## src/rtl/surf_frame_arbiter_if.sv

```systemverilog
// rtl/surf_frame_arbiter_if.sv - merged SURF readout streams: seven inputs plus one output
interface surf_frame_arbiter_if #(
  parameter int NSURF = 7
);
  logic [8*NSURF-1:0] s_tdata;
  logic [NSURF-1:0]   s_tvalid;
  logic [NSURF-1:0]   s_tlast;
  logic [NSURF-1:0]   s_tready;
  logic [7:0]         m_tdata;
  logic               m_tvalid;
  logic               m_tlast;
  logic [2:0]         m_tdest;
  logic               m_tready;

  // master is the arbiter side; slave is the SURF sources plus the event framer
  modport master (
    input  s_tdata, s_tvalid, s_tlast, m_tready,
    output s_tready, m_tdata, m_tvalid, m_tlast, m_tdest
  );

  modport slave (
    output s_tdata, s_tvalid, s_tlast, m_tready,
    input  s_tready, m_tdata, m_tvalid, m_tlast, m_tdest
  );
endinterface

```

## src/rtl/surf_frame_arbiter.sv

```systemverilog
// rtl/surf_frame_arbiter.sv - per-frame round-robin merge of SURF streams with length watchdog
module surf_frame_arbiter #(
  parameter int          NSURF         = 7,
  parameter logic [15:0] MAX_FRAME_LEN = 16'd49152
) (
  input  logic                 sysclk_i,
  input  logic                 sysclk_rstn_i,
  input  logic [NSURF-1:0]     enable_i,
  surf_frame_arbiter_if.master bus,
  output logic [2:0]           grant_o,
  output logic                 busy_o,
  output logic                 overlong_o,
  output logic [2:0]           overlong_src_o
);

  typedef enum logic [1:0] {IDLE, GRANT, DRAIN} state_t;

  state_t           state_q, state_d;
  logic [2:0]       grant_q, last_q, pick;
  logic             pick_valid;
  logic [15:0]      count_q;
  logic             overlong_q;
  logic [2:0]       overlong_src_q;
  logic [NSURF-1:0] req;
  logic             sel_valid, sel_last, at_max, beat, truncate;

  assign req       = bus.s_tvalid & enable_i;
  assign sel_valid = bus.s_tvalid[grant_q];
  assign sel_last  = bus.s_tlast[grant_q];
  assign at_max    = (count_q == MAX_FRAME_LEN - 16'd1);

  // Scan from the highest offset down so the nearest requester after last_q wins.
  always_comb begin
    pick       = '0;
    pick_valid = 1'b0;
    for (int k = NSURF; k >= 1; k--) begin
      int c;
      c = int'(last_q) + k;
      if (c >= NSURF) c = c - NSURF;
      if (req[c[2:0]]) begin
        pick       = c[2:0];
        pick_valid = 1'b1;
      end
    end
  end

  always_comb begin
    state_d      = state_q;
    bus.s_tready = '0;
    bus.m_tvalid = 1'b0;
    bus.m_tlast  = 1'b0;
    bus.m_tdata  = bus.s_tdata[{grant_q, 3'b000} +: 8];
    bus.m_tdest  = grant_q;
    beat         = 1'b0;
    truncate     = 1'b0;
    case (state_q)
      IDLE: begin
        if (pick_valid) state_d = GRANT;
      end
      GRANT: begin
        bus.s_tready[grant_q] = bus.m_tready;
        bus.m_tvalid          = sel_valid;
        bus.m_tlast           = sel_valid & (sel_last | at_max);
        beat                  = sel_valid & bus.m_tready;
        truncate              = beat & at_max & ~sel_last;
        if (beat && sel_last) state_d = IDLE;
        else if (truncate)    state_d = DRAIN;
      end
      DRAIN: begin
        // Swallow the rest of a runaway frame so the lane is clean for its next turn.
        bus.s_tready[grant_q] = 1'b1;
        if (sel_valid && sel_last) state_d = IDLE;
      end
      default: state_d = IDLE;
    endcase
  end

  always_ff @(posedge sysclk_i) begin
    if (!sysclk_rstn_i) state_q <= IDLE;
    else                state_q <= state_d;
  end

  always_ff @(posedge sysclk_i) begin
    if (!sysclk_rstn_i) begin
      grant_q        <= '0;
      last_q         <= 3'(NSURF - 1);
      count_q        <= '0;
      overlong_q     <= 1'b0;
      overlong_src_q <= '0;
    end else begin
      overlong_q <= truncate;
      if (state_q == IDLE && pick_valid) begin
        grant_q <= pick;
        last_q  <= pick;
        count_q <= '0;
      end
      if (beat && count_q != 16'hffff) count_q <= count_q + 16'd1;
      if (truncate) overlong_src_q <= grant_q;
    end
  end

  assign grant_o        = grant_q;
  assign busy_o         = (state_q != IDLE);
  assign overlong_o     = overlong_q;
  assign overlong_src_o = overlong_src_q;

endmodule

```

## src/flat_wrapper.sv

```systemverilog
// flat-port wrapper written by rule: the top's interface ports become plain ports
module surf_frame_arbiter_flat 
#(
  parameter int          NSURF         = 7,
  parameter logic [15:0] MAX_FRAME_LEN = 16'd49152
)
  (sysclk_i, sysclk_rstn_i, enable_i, grant_o, busy_o, overlong_o, overlong_src_o, bus_s_tdata, bus_s_tvalid, bus_s_tlast, bus_m_tready, bus_s_tready, bus_m_tdata, bus_m_tvalid, bus_m_tlast, bus_m_tdest);
  surf_frame_arbiter_if #(.NSURF(NSURF)) bus_i ();
  input  logic sysclk_i;
  input  logic sysclk_rstn_i;
  input  logic [NSURF-1:0] enable_i;
  output logic [2:0] grant_o;
  output logic busy_o;
  output logic overlong_o;
  output logic [2:0] overlong_src_o;
  input wire logic [$bits(bus_i.s_tdata)-1:0] bus_s_tdata;
  input wire logic [$bits(bus_i.s_tvalid)-1:0] bus_s_tvalid;
  input wire logic [$bits(bus_i.s_tlast)-1:0] bus_s_tlast;
  input wire logic [$bits(bus_i.m_tready)-1:0] bus_m_tready;
  output wire logic [$bits(bus_i.s_tready)-1:0] bus_s_tready;
  output wire logic [$bits(bus_i.m_tdata)-1:0] bus_m_tdata;
  output wire logic [$bits(bus_i.m_tvalid)-1:0] bus_m_tvalid;
  output wire logic [$bits(bus_i.m_tlast)-1:0] bus_m_tlast;
  output wire logic [$bits(bus_i.m_tdest)-1:0] bus_m_tdest;
  assign bus_i.s_tdata = bus_s_tdata;
  assign bus_i.s_tvalid = bus_s_tvalid;
  assign bus_i.s_tlast = bus_s_tlast;
  assign bus_i.m_tready = bus_m_tready;
  assign bus_s_tready = bus_i.s_tready;
  assign bus_m_tdata = bus_i.m_tdata;
  assign bus_m_tvalid = bus_i.m_tvalid;
  assign bus_m_tlast = bus_i.m_tlast;
  assign bus_m_tdest = bus_i.m_tdest;
  surf_frame_arbiter #(.NSURF(NSURF), .MAX_FRAME_LEN(MAX_FRAME_LEN)) u_core (.sysclk_i(sysclk_i), .sysclk_rstn_i(sysclk_rstn_i), .enable_i(enable_i), .bus(bus_i), .grant_o(grant_o), .busy_o(busy_o), .overlong_o(overlong_o), .overlong_src_o(overlong_src_o));
endmodule
```

## config.mk

```make
export PLATFORM = sky130hd
export DESIGN_NAME = surf_frame_arbiter_flat
export DESIGN_NICKNAME = d
export VERILOG_FILES = /design/src/rtl/surf_frame_arbiter_if.sv /design/src/rtl/surf_frame_arbiter.sv /design/src/flat_wrapper.sv
export SDC_FILE = /design/constraint.sdc
export NUM_CORES = 1
export LEC_CHECK = 0
export CAP_MARGIN = 20
export CORE_ASPECT_RATIO = 1.2
export CORE_MARGIN = 3
export CORE_UTILIZATION = 49
export CTS_CLUSTER_SIZE = 12
export DETAILED_ROUTE_END_ITERATION = 12
export PLACE_DENSITY_LB_ADDON = 0.15
export SYNTH_ARGS = -nofsm -noshare
export SYNTH_HDL_FRONTEND = slang
export SYNTH_SLANG_ARGS = --single-unit
```

## constraint.sdc

```tcl
create_clock -name sysclk_i -period 4 [get_ports sysclk_i]
set_clock_uncertainty 0.2 [all_clocks]
set_input_delay 1.2 -clock sysclk_i [delete_from_list [all_inputs] [get_ports sysclk_i]]
set_output_delay 1.2 -clock sysclk_i [all_outputs]
set_load 0.1 [all_outputs]
```

==> flow_results.xml <==
<?xml version="1.0" encoding="UTF-8"?>
<metrics>
  <group name="run_status">
    <metric name="status" unit="">finished, final reports clean</metric>
  </group>
  <group name="floorplan">
    <metric name="initial_utilization" unit="%">51.4</metric>
    <metric name="dieArea" unit="sq um">8810</metric>
    <metric name="core" unit="sq um">7360</metric>
    <metric name="io-pin-count" unit="">108</metric>
    <metric name="width_of_the_die" unit="um">86.2</metric>
    <metric name="rows" unit="">34</metric>
    <metric name="die_height" unit="um">102</metric>
  </group>
  <group name="run">
    <metric name="cap_viol_max_count" unit="">0</metric>
  </group>
  <group name="worst_setup_path">
    <metric name="cp_max_stage_delay" unit="ns">0.54</metric>
    <metric name="critPathMaxFanout" unit="">3</metric>
    <metric name="setup.worst_path.start_class" unit="">input pin</metric>
    <metric name="timing.critical_path.arrival" unit="ns">2.56</metric>
    <metric name="timing.critical_path.slowest_stage_cell" unit="">mux4_2</metric>
    <metric name="worstPathCellList" unit="">clkdlybuf4s15_2 &gt; mux2i_1 &gt; mux4_2 &gt; nor2_4 &gt; a21boi_4 &gt; buf_12</metric>
    <metric name="endpoint_kind" unit="">output port</metric>
    <metric name="worst-endpoint-required" unit="ns">2.60</metric>
    <metric name="critical_path_buf_inv_count" unit="">2</metric>
    <metric name="critical-path-top-delay-family" unit="">multiplexers</metric>
    <metric name="timing.setup.critical_path_class" unit="">input pin to output port</metric>
  </group>
  <group name="routing">
    <metric name="detail_route.iter0.violations" unit="">187</metric>
    <metric name="drc" unit="">0</metric>
    <metric name="wl_per_cell" unit="um">18.2</metric>
    <metric name="detail_route.vias_per_cell" unit="">6.01</metric>
    <metric name="dr.pass1.iters" unit="">5</metric>
    <metric name="antenna_viol_nets_final" unit="">0</metric>
    <metric name="vias" unit="">4209</metric>
    <metric name="drt-total-wl" unit="um">12700</metric>
  </group>
  <group name="sta">
    <metric name="timing_max_transition_violations_final" unit="">0</metric>
    <metric name="fmaxAchievable" unit="MHz">253</metric>
    <metric name="timing.final.setup_violations" unit="">0</metric>
    <metric name="whs" unit="ns">0.260</metric>
    <metric name="setup_slack" unit="ns">0.0441</metric>
    <metric name="worst-slew-pin-transition" unit="ns">0.564</metric>
    <metric name="min_period" unit="ns">3.96</metric>
    <metric name="finalCritPeriodShare" unit="%">98.9</metric>
    <metric name="final_hold_viol_count" unit="">0</metric>
    <metric name="max_slew_headroom" unit="%">62.4</metric>
  </group>
  <group name="cts">
    <metric name="insertion_delay" unit="ns">0.27</metric>
    <metric name="postCtsSetupRepairBufs" unit="">0</metric>
    <metric name="cts.sink_count" unit="">27</metric>
    <metric name="clockBufferDepth" unit="">2</metric>
    <metric name="holdBufCountCts" unit="">0</metric>
    <metric name="cts_root_buffer" unit="">clkbuf_8</metric>
    <metric name="h-tree-depth" unit="">1</metric>
    <metric name="cts_made_buffers" unit="">3</metric>
    <metric name="worst_setup_hold_path_clk_slew" unit="ns">0.09</metric>
    <metric name="cts_tree" unit="">built</metric>
  </group>
  <group name="placement">
    <metric name="port-buffer-count" unit="">107</metric>
    <metric name="place.gp.congestion" unit="">0.980</metric>
    <metric name="dp_hpwl" unit="um">10300</metric>
    <metric name="place_worst_setup_slack" unit="ns">-0.286</metric>
  </group>
  <group name="grt">
    <metric name="antenna_found_initial" unit="">0</metric>
    <metric name="grt_pass1_vias" unit="">4220</metric>
    <metric name="layer_with_the_highest_usage_after_global_routing" unit="">met2</metric>
    <metric name="grt.met2_usage" unit="%">50.4</metric>
    <metric name="use_met1" unit="%">33.1</metric>
    <metric name="residual_overflow_from_global_routing" unit="">0</metric>
    <metric name="grt_first_pass_wirelength" unit="um">19900</metric>
    <metric name="grt_usage" unit="%">27.8</metric>
    <metric name="pin_count_of_the_biggest_net_entering_global_routing" unit="">33</metric>
    <metric name="met3_usage" unit="%">4.19</metric>
  </group>
  <group name="logic_synthesis">
    <metric name="synth_nets" unit="">577</metric>
    <metric name="synth_cell_types" unit="">89</metric>
    <metric name="synth_area_per_cell" unit="sq um">7.86</metric>
    <metric name="synth_warnings" unit="">0</metric>
    <metric name="synth_async_sr_flop_share" unit="%">0</metric>
    <metric name="syn_area" unit="sq um">3780</metric>
    <metric name="synth_sequential_area_ratio" unit="%">14.3</metric>
    <metric name="synth_enable_flop_cells" unit="">0</metric>
    <metric name="synth_top_flop_cell" unit="">dfxtp_1</metric>
    <metric name="netlist_instances" unit="">481</metric>
    <metric name="ys_seq_elements" unit="">27</metric>
  </group>
  <group name="min_path">
    <metric name="min_path_type" unit="">flop to flop</metric>
  </group>
  <group name="finish">
    <metric name="fin_nets" unit="">707</metric>
    <metric name="synthToLayoutAreaGrowth" unit="%">43.1</metric>
    <metric name="n_antenna_cell" unit="">0</metric>
    <metric name="drive_gt1_share" unit="%">26.7</metric>
  </group>
  <group name="power_and_ir_drop">
    <metric name="power-per-cell-area" unit="nW/um^2">816</metric>
    <metric name="power.net_switching" unit="W">0.00248</metric>
    <metric name="sequentialPowerShare" unit="%">8.1</metric>
    <metric name="share_comb_of_total_power" unit="%">88.4</metric>
    <metric name="switching_share_of_power" unit="%">56.2</metric>
    <metric name="power.ir.vdd_worst" unit="V">0.000614</metric>
    <metric name="static_leak" unit="nW">2.17</metric>
    <metric name="power_report.internal_total" unit="W">0.00194</metric>
    <metric name="power_frac_clock" unit="%">3.5</metric>
  </group>
</metrics>
==> final timing paths <==
kind / slack, ns / end / cells after the start / startpoint
max: 0.04 / bus_m_tlast / 6 / bus_s_tvalid[4]
min: 0.26 / u_core.count_q[15] / 1 / u_core.count_q[15]
max reg2reg: 0.21 / u_core.count_q[6] / 12 / u_core.last_q[0]
min reg2reg: 0.26 / u_core.count_q[15] / 1 / u_core.count_q[15]
==> power by group through the flow <==
stage	Combinational, W	Sequential [W]	Clock [W]
after floorplan	0.00288	0.000371	0
after global placement	0.00376	0.000364	0
after detailed placement	0.00385	0.000365	0
after CTS	0.00387	0.000359	0.000156
after global routing	0.00416	0.000367	0.000165
final	0.00391	0.000360	0.000154
==> routing by layer <==
layer | vias up | wire [um]
li1 | 2024 | -
met1 | 2014 | 5000
met5 | - | 0
met4 | 0 | 337
met3 | 25 | 658
met2 | 146 | 6710
==> what timing repair did <==
item	4_1_cts	5_1_grt
resized for setup	13	9
pin swaps	1	1
setup endpoints to repair	2	5
==> synth_stat cells, drive strengths merged (7+ instances only) <==
| cell | count | area, sq um |
|---|---|---|
| nand2b | 8 | 50.1 |
| a21oi | 47 | 235 |
| o21ai | 31 | 155 |
| clkbuf | 11 | 81.3 |
| a211oi | 8 | 80.1 |
| and2 | 8 | 50.1 |
| buf | 20 | 160 |
| mux2i | 27 | 270 |
| xnor2 | 7 | 98.9 |
| nor2b | 7 | 43.8 |
| inv | 18 | 67.6 |
| nor2 | 42 | 160 |
| or2 | 7 | 43.8 |
| ha | 15 | 188 |
| mux4 | 11 | 248 |
| dfxtp | 27 | 541 |
| xor2 | 7 | 80.1 |
| nand3 | 17 | 85.1 |
| nand2 | 57 | 224 |
| nor3 | 12 | 65.1 |
==> stage by stage <==
stage	power, W	setup TNS, ns	cells	cell area (sq um)	utilization [%]
6_report	0.00442	0	700	5410	73.5
5_1_grt	0.00470	-0.00203	700	5410	73.5
4_1_cts	0.00438	0	700	5400	73.4
3_5_place_dp	0.00422	-0.978	696	5360	72.8
3_3_place_gp	0.00412	-0.525	696	5360	72.8
2_1_floorplan	0.00325	-0.389	481	3910	-
==> area by class of cell <==
type	count	area, sq um
Timing Repair Buffer	156	1570
Sequential cell	27	544
Multi-Input combinational cell	405	3070
Tap cell	90	113
Inverter	18	67.6
Fill cell	582	1950
Clock buffer	4	45.0
==> sequential cells by signal, summed over array words and instances, names as in the netlist <==
register and count:
u_core.bus.m_tdest 2, u_core.state_q 2, u_core.overlong_src_o 3, u_core.overlong_o 1, u_core.count_q 16, u_core.last_q 3
==> cell usage in the layout, fill, tap and decap left out, types with 4 or more instances in the layout <==
cell type and n:
nor2b_1 7, nand2b_1 8, mux4_2 11, ha_1 15, o22ai_1 5, a211oi_2 4
o21ai_2 6, and2_1 7, inv_1 15, nand2_1 55, clkdlybuf4s50_1 72, dfxtp_1 24
buf_4 60, mux2i_1 27, xor2_1 6, nor3_1 9, a21oi_1 47, a31oi_1 6
xnor2_2 5, clkdlybuf4s15_1 4, nor2_4 4, o21ai_0 19, o21a_1 5, buf_12 17
or2_2 6, a211oi_1 4, nand3_1 17, nor2_1 36
==> logic make-up after synthesis <==
group,count (synthesis),synth area share [%]
AOI/OAI and AO/OA,152,28.3
and+or+nand+nor,182,24.4
DFF,27,14.3
xor gates and xnor gates,14,4.73
buffers and inverters,49,8.17
adders and majority gates,16,5.49
muxes,41,14.6
Power figures use the tool's default switching activity.
